**src/rtl/instr_packer.sv**
```systemverilog
// Streaming instruction packer: range-checks decoded fields, packs an 8-bit word and
// queues it with a sequential program address in a 2-entry output buffer.
module instr_packer #(
  parameter int unsigned n  = 8,
  parameter int unsigned AW = 5
) (
  input  logic          Clock,
  input  logic          nReset,
  input  logic          start,
  input  logic          in_valid,
  output logic          in_ready,
  input  logic [2:0]    in_op,
  input  logic [1:0]    in_rf,
  input  logic [n-1:0]  in_imm,
  output logic          out_valid,
  input  logic          out_ready,
  output logic [n-1:0]  out_instr,
  output logic [AW-1:0] out_addr,
  output logic [7:0]    err_count,
  output logic [2:0]    err_last_op,
  output logic          wrapped
);

  // Opcode values mirror the core's opcodes.sv macros.
  localparam logic [2:0] OP_ADDI = 3'd0;
  localparam logic [2:0] OP_SLLI = 3'd1;
  localparam logic [2:0] OP_BLT  = 3'd2;
  localparam logic [2:0] OP_BEQ  = 3'd3;
  localparam logic [2:0] OP_J    = 3'd4;

  typedef enum logic [1:0] {EMPTY, ONE, FULL} state_t;

  state_t          state, state_nx;
  logic            legal_c, accept_c, push_c, pop_c, reject_c;
  logic            head_new_c, head_from_tail_c, tail_new_c;
  logic [n-1:0]    word_c;
  logic [n-1:0]    tail_instr;
  logic [AW-1:0]   tail_addr;
  logic [AW-1:0]   next_addr;
  logic [AW-1:0]   addr_base_c;
  logic [7:0]      err_base_c;

  // Range check on the full immediate and word assembly.
  always_comb begin
    legal_c = 1'b1;
    word_c  = {in_op, in_rf, in_imm[2:0]};
    case (in_op)
      OP_ADDI:               legal_c = (&in_imm[n-1:2]) || (~|in_imm[n-1:2]);
      OP_SLLI, OP_BLT, OP_BEQ: legal_c = ~|in_imm[n-1:3];
      OP_J: begin
        legal_c = (&in_imm[n-1:4]) || (~|in_imm[n-1:4]);
        word_c  = {in_op, in_imm[4:0]};
      end
      default: ;
    endcase
  end

  assign accept_c    = in_valid && in_ready;
  assign push_c      = accept_c && legal_c;
  assign reject_c    = accept_c && !legal_c;
  assign pop_c       = out_valid && out_ready;
  assign addr_base_c = start ? '0 : next_addr;
  assign err_base_c  = start ? 8'd0 : err_count;

  always_ff @(posedge Clock or negedge nReset) begin
    if (!nReset) state <= EMPTY;
    else         state <= state_nx;
  end

  // Buffer occupancy and which storage slot loads this cycle.
  always_comb begin
    state_nx         = state;
    head_new_c       = 1'b0;
    head_from_tail_c = 1'b0;
    tail_new_c       = 1'b0;
    case (state)
      EMPTY: if (push_c) begin
        state_nx   = ONE;
        head_new_c = 1'b1;
      end
      ONE: begin
        if (push_c && pop_c) begin
          head_new_c = 1'b1;
        end else if (push_c) begin
          state_nx   = FULL;
          tail_new_c = 1'b1;
        end else if (pop_c) begin
          state_nx = EMPTY;
        end
      end
      FULL: if (pop_c) begin
        state_nx         = ONE;
        head_from_tail_c = 1'b1;
      end
      default: state_nx = EMPTY;
    endcase
  end

  always_ff @(posedge Clock or negedge nReset) begin
    if (!nReset) begin
      in_ready   <= 1'b1;
      out_valid  <= 1'b0;
      out_instr  <= '0;
      out_addr   <= '0;
      tail_instr <= '0;
      tail_addr  <= '0;
    end else begin
      in_ready  <= (state_nx != FULL);
      out_valid <= (state_nx != EMPTY);
      if (head_new_c) begin
        out_instr <= word_c;
        out_addr  <= addr_base_c;
      end else if (head_from_tail_c) begin
        out_instr <= tail_instr;
        out_addr  <= tail_addr;
      end
      if (tail_new_c) begin
        tail_instr <= word_c;
        tail_addr  <= addr_base_c;
      end
    end
  end

  // Address counter and error bookkeeping; start takes effect before the accept.
  always_ff @(posedge Clock or negedge nReset) begin
    if (!nReset) begin
      next_addr   <= '0;
      wrapped     <= 1'b0;
      err_count   <= 8'd0;
      err_last_op <= 3'd0;
    end else begin
      next_addr <= push_c ? addr_base_c + AW'(1) : addr_base_c;
      wrapped   <= (start ? 1'b0 : wrapped) | (push_c && (&addr_base_c));
      if (reject_c) begin
        err_count   <= (&err_base_c) ? err_base_c : err_base_c + 8'd1;
        err_last_op <= in_op;
      end else begin
        err_count   <= err_base_c;
        err_last_op <= start ? 3'd0 : err_last_op;
      end
    end
  end

endmodule

```
**config.mk**
```make
export PLATFORM = sky130hd
export DESIGN_NAME = instr_packer
export DESIGN_NICKNAME = d
export VERILOG_FILES = /design/src/rtl/instr_packer.sv
export SDC_FILE = /design/constraint.sdc
export NUM_CORES = 1
export LEC_CHECK = 0
export ABC_AREA = 1
export CAP_MARGIN = 30
export CORE_MARGIN = 1
export CORE_UTILIZATION = 50
export CTS_BUF_LIST = sky130_fd_sc_hd__clkbuf_4 sky130_fd_sc_hd__clkbuf_8 sky130_fd_sc_hd__clkbuf_16
export DETAILED_ROUTE_END_ITERATION = 10
export GPL_ROUTABILITY_DRIVEN = 0
export PLACE_DENSITY = 0.77
export SLEW_MARGIN = 10
export SYNTH_ARGS = -nofsm -noshare
export SYNTH_HDL_FRONTEND = slang
export SYNTH_SLANG_ARGS = --single-unit
```
**constraint.sdc**
```tcl
create_clock -name Clock -period 3.9 [get_ports Clock]
set_clock_uncertainty 0.05 [all_clocks]
set_input_delay 0.585 -clock Clock [delete_from_list [all_inputs] [get_ports Clock]]
set_output_delay 0.585 -clock Clock [all_outputs]
set_load 0.05 [all_outputs]
```
Word-level counts from Yosys, hierarchy flattened
Index checks and enable logic that the tools add are counted.

word-level totals
  register bits after elaboration = 47
  input port bits = 18

cells by class
  reduce and logical (&&, ||, !) cells = 25
  eq/ne operators = 7
  add/subtract/negate cells = 2
  muxes and demuxes = 27
  bitwise operators = 1

operators by type and width
  cell                                                 count
  2-to-1 mux 8 bit                                     5
  2-to-1 mux 5 bit                                     5
  2-to-1 mux 2 bit                                     5
  adder 8 x 1 -> 8 bit, second input constant          1
  AND reduction 8 bit                                  1
  2-to-1 mux 1 bit                                     7
  equality test 3 x 2 -> 1 bit, second input constant  2
  logical AND 1 bit                                    6
  2-to-1 mux 3 bit                                     2
  case mux 2 bit (3 select lines)                      1
  AND reduction 6 bit                                  1
  nonzero test 2 bit                                   3
  OR reduction 6 bit                                   1
  adder 5 x 1 -> 5 bit, second input constant          1
  AND reduction 5 bit                                  1
  OR reduction 5 bit                                   1
  zero test 1 bit                                      4
  AND reduction 4 bit                                  1
  OR reduction 4 bit                                   1
  equality test 3 x 1 -> 1 bit, second input constant  1
  equality test 3 bit, second input constant           1
  zero test 3 bit                                      1
  case mux 1 bit (3 select lines)                      1
  OR reduction 3 bit                                   1
  other kinds (7)                                      8

Longest topological paths before layout
  depth in word-level cells = 9
  depth in mapped cells = 10

Worst setup path before layout
OpenSTA, ideal clock, no wires.

  kind = reg-to-reg
  start = reg err_count[0]
  end = reg err_count[0]
  slack = 1.806 ns
  library setup time = 0.128 ns
  arrival time = 1.916 ns
  cell stages (with the launch flop) = 10
  data required time = 3.722 ns
  cell sequence = dfrtp_1 inv_1 nor2_1 ha_1 nand2_1 nor2_2 nand3_2 nor3_4 nor2_1 xor2_1

on the way
  cells in the longest elaborated chain, start to end = 4
  elaborated cells between the ends (all ways) = 5

RTL lines
  what                                                                line  source
  start, declared                                                     19    output logic [7:0] err_count,
  start signal, assigned                                              135   err_count <= (&err_base_c) ? err_base_c : err_base_c + 8'd1;
  start signal, assigned                                              138   err_count <= err_base_c;
  2-to-1 mux 8 bit (*)                                                63    assign err_base_c = start ? 8'd0 : err_count;
  adder 8 x 1 -> 8 bit / AND reduction 8 bit (equally long branches)  135
  2-to-1 mux 8 bit                                                    135
  2-to-1 mux 8 bit (*)                                                134   if (reject_c) begin

Mark *: on every way between the ends. The rest lies on a longest branch, timed or not.
A chain may end at the register's enable or synchronous reset.

Worst setup path after layout
  start = in start
  end = reg err_count[0]

on the way
  cells in the longest elaborated chain, start to end = 4
  elaborated cells between the ends (all ways) = 5

RTL lines
  what                                                                line  source
  start, declared                                                     9     input logic start,
  2-to-1 mux 8 bit (*)                                                63
  adder 8 x 1 -> 8 bit / AND reduction 8 bit (equally long branches)  135
  2-to-1 mux 8 bit                                                    135
  2-to-1 mux 8 bit (*)                                                134

Marked as above.

==> key figures <==
Status
  – Violated checks: design-rule violations
  – Status: complete, but fails checks

Drt
  – Vias/cell: 5.268
  – Final wirelength: 4891 um
  – Antenna Violating Nets Remaining: 0
  – Drt initial violations: 106
  – DR DRC count: 8
  – Routed vias: 1986
  – Wire per inst: 12.97 um
  – DR pass1 iterations: 7

Logic synthesis
  – Synth Cell Area: 0.002385 sq mm
  – Synth top area cells: dfrtp_1, nand2_1, nand3_1
  – Flop and latch count out of synthesis: 47
  – Commonest cells in the netlist: nand2_1, dfrtp_1, nand3_1
  – Syn_nets: 301
  – Post-synth EDFFs: 0
  – Cells after Synth: 280
  – Async SR Flop Fraction: 100.0%
  – Synth unique cells: 30
  – Yosys top cell area share: 48.27%
  – Yosys top cell by area: dfrtp_1
  – Sequential share of the synthesized area: 49.37%
  – Mean Syn Cell Area: 8.517 sq um
  – Synth warn: 0
  – Most common cell in the netlist: nand2_1
  – Post-synth top flop: dfrtp_1

Setup path
  – CP Launch Type: primary input
  – R2R Setup Slk: 1.99 ns
  – Crit Path Class: in2reg
  – RR Startpoint: err_count[0]
  – Worst Setup EP: err_count[0]
  – CP Launch Point: start
  – Worst R2R Path Depth: 9
  – Req. time, crit path: 4.02 ns
  – R2R Path End: err_count[0]
  – Critical path arrival: 2.49 ns
  – Worst Setup End Kind: flop
  – Max FO, Critical Path: 8

Floorplanning
  – Overall die height: 71.06 um
  – Initial Utilization: 53.30%
  – Die area: 0.005050 sq mm
  – Die X: 71.06 um
  – Std-Cell Rows: 24
  – CORE AREA: 0.004474 sq mm
  – I/O pins: 45

Clock tree
  – Hold_buf cts: 0
  – Sink Count: 47
  – Reg clk slew, reported paths: 0.08 ns
  – Post-CTS setup buffer count: 0
  – CTS tree: built
  – H-tree depth: 2
  – Post-CTS sizing: 0
  – Worst skew pair latency: 0.29 ns
  – Max clock buf depth: 2
  – Num CTS Buffers: 5
  – Clock root buffer: clkbuf_8

Hold path
  – Hold Crit Class: in2async

Timing
  – Final hold viol count: 0
  – Final Cycle Share: 60.66%
  – Pins over their slew limit: 0
  – Unrepaired setup endpoints after global routing: no
  – PnR worst setup slack: 1.534 ns
  – Normalized max-slew margin: 64.60%
  – Worst Max-Slew Pin Slew: 0.5297 ns
  – Final Setup Violations: 0
  – F_max: 422.7 MHz
  – Setup TNS Final: 0 ns
  – Final Critical Period: 2.366 ns

Pwr
  – Leakage power: 1.509 nW
  – Maximum VDD drop: 377.3 uV
  – Pwr Density: 547.8 mW/mm^2

Global route
  – Congestion Overflow GR: 0
  – Number of global-route vias before repair: 1944
  – First-pass GRT wire length: 8783 um
  – Initial antenna violation count: 0
  – Largest net degree at the start of global routing: 32
  – Total track usage: 22.23%

Job
  – Number of max-cap violations: 0

Placement
  – Hpwl dp: 3619 um
  – Pre-CTS WS: 1.222 ns
  – Input/output buffers: 44

Finish
  – Nets: 345
  – # diodes: 0
  – Fill cells: 379
  – Syn-to-layout area delta: 23.45%
  – Share of cells above drive strength 1: 11.08%
-- report_power, final --
group	switching [mW]	internal [mW]	leakage, nW
Clock	0.153	0.150	0.0517
Sequential	0.0671	0.605	0.622
Combinational	0.431	0.207	0.836
Total	0.651	0.962	1.51
-- worst max-delay path, cell delays in order --
cell and delay (ns):
clkdlybuf4s50_1 0.52, nor2_1 0.23, ha_1 0.22, nand2_1 0.07, nor2_2 0.16, nand3_2 0.12
nor3_4 0.29, nor2_1 0.12, xor2_1 0.16
-- final cells by class --
class / count / area, sq um / share of cell area (%)
clock inverter: 1 / 5.005 / 0.1700
inverter: 31 / 121.4 / 4.122
clock buffer: 7 / 90.09 / 3.060
tap: 52 / 65.06 / 2.210
timing repair buffer: 45 / 455.4 / 15.47
multi-input combinational: 194 / 1030 / 34.98
sequential: 47 / 1177 / 39.99
-- sequential cells by signal (all words and copies together) (netlist names), 2 cells and up --
signal	count
err_count	8
out_instr	8
tail_instr	8
next_addr	5
out_addr	5
tail_addr	5
err_last_op	3
state	2
-- metrics by stage --
step | std cells | utilization, % | hold slack [ns] | total power [mW] | area, sq um
floorplan | 280 | - | 0.2394 | 1.112 | 2385
global placement | 368 | 63.23 | 0.4045 | 1.305 | 2829
detailed placement | 369 | 63.67 | 0.4136 | 1.322 | 2849
CTS | 377 | 65.80 | 0.1634 | 1.625 | 2944
global route | 377 | 65.80 | 0.1830 | 1.702 | 2944
finish | 377 | 65.80 | 0.1572 | 1.613 | 2944
-- cell usage in the layout (no fill, tap or decap), types with 3 or more instances in the layout --
master and instances:
clkbuf_8 6, nand2_1 85, o21ai_0 12, inv_1 28, nor2_1 15, nand3_2 4
nor3_4 3, nand3_1 38, dfrtp_1 46, o21ai_1 5, ha_1 3, xor2_1 6
xnor2_1 3, o21ai_2 8, clkdlybuf4s50_1 43
-- routing by layer --
metal	global-route usage, %	share of wire (%)	vias to the layer above	wire length, um
met2	36.54	48	54	2345
met5	0	0	-	0
met3	3.989	4.3	6	209
met1	29.64	47	939	2281
li1	-	-	987	-
met4	8.222	1.1	0	55
-- worst min-delay path by stage --
stage / startpoint / slack, ns / end
floorplan: nReset / 0.24 / err_count[0]
finish: nReset / 0.16 / err_count[4]
global route: nReset / 0.18 / err_count[4]
detailed placement: tail_addr[3] / 0.41 / tail_addr[3]
CTS: nReset / 0.16 / err_count[4]
global placement: tail_instr[0] / 0.40 / tail_instr[0]
-- logic make-up (layout without fill, tap and decap cells) --
logic type	Yosys count	in the layout	synth area share [%]
AOI/OAI and AO/OA	26	26	6.873
and+or+nand+nor	156	156	31.43
xor gates and xnor gates	9	9	3.306
adders and majority gates	3	3	1.574
buffers and inverters	39	84	7.450
DFF	47	47	49.37
Note: power is estimated with default switching activity, not from simulation.
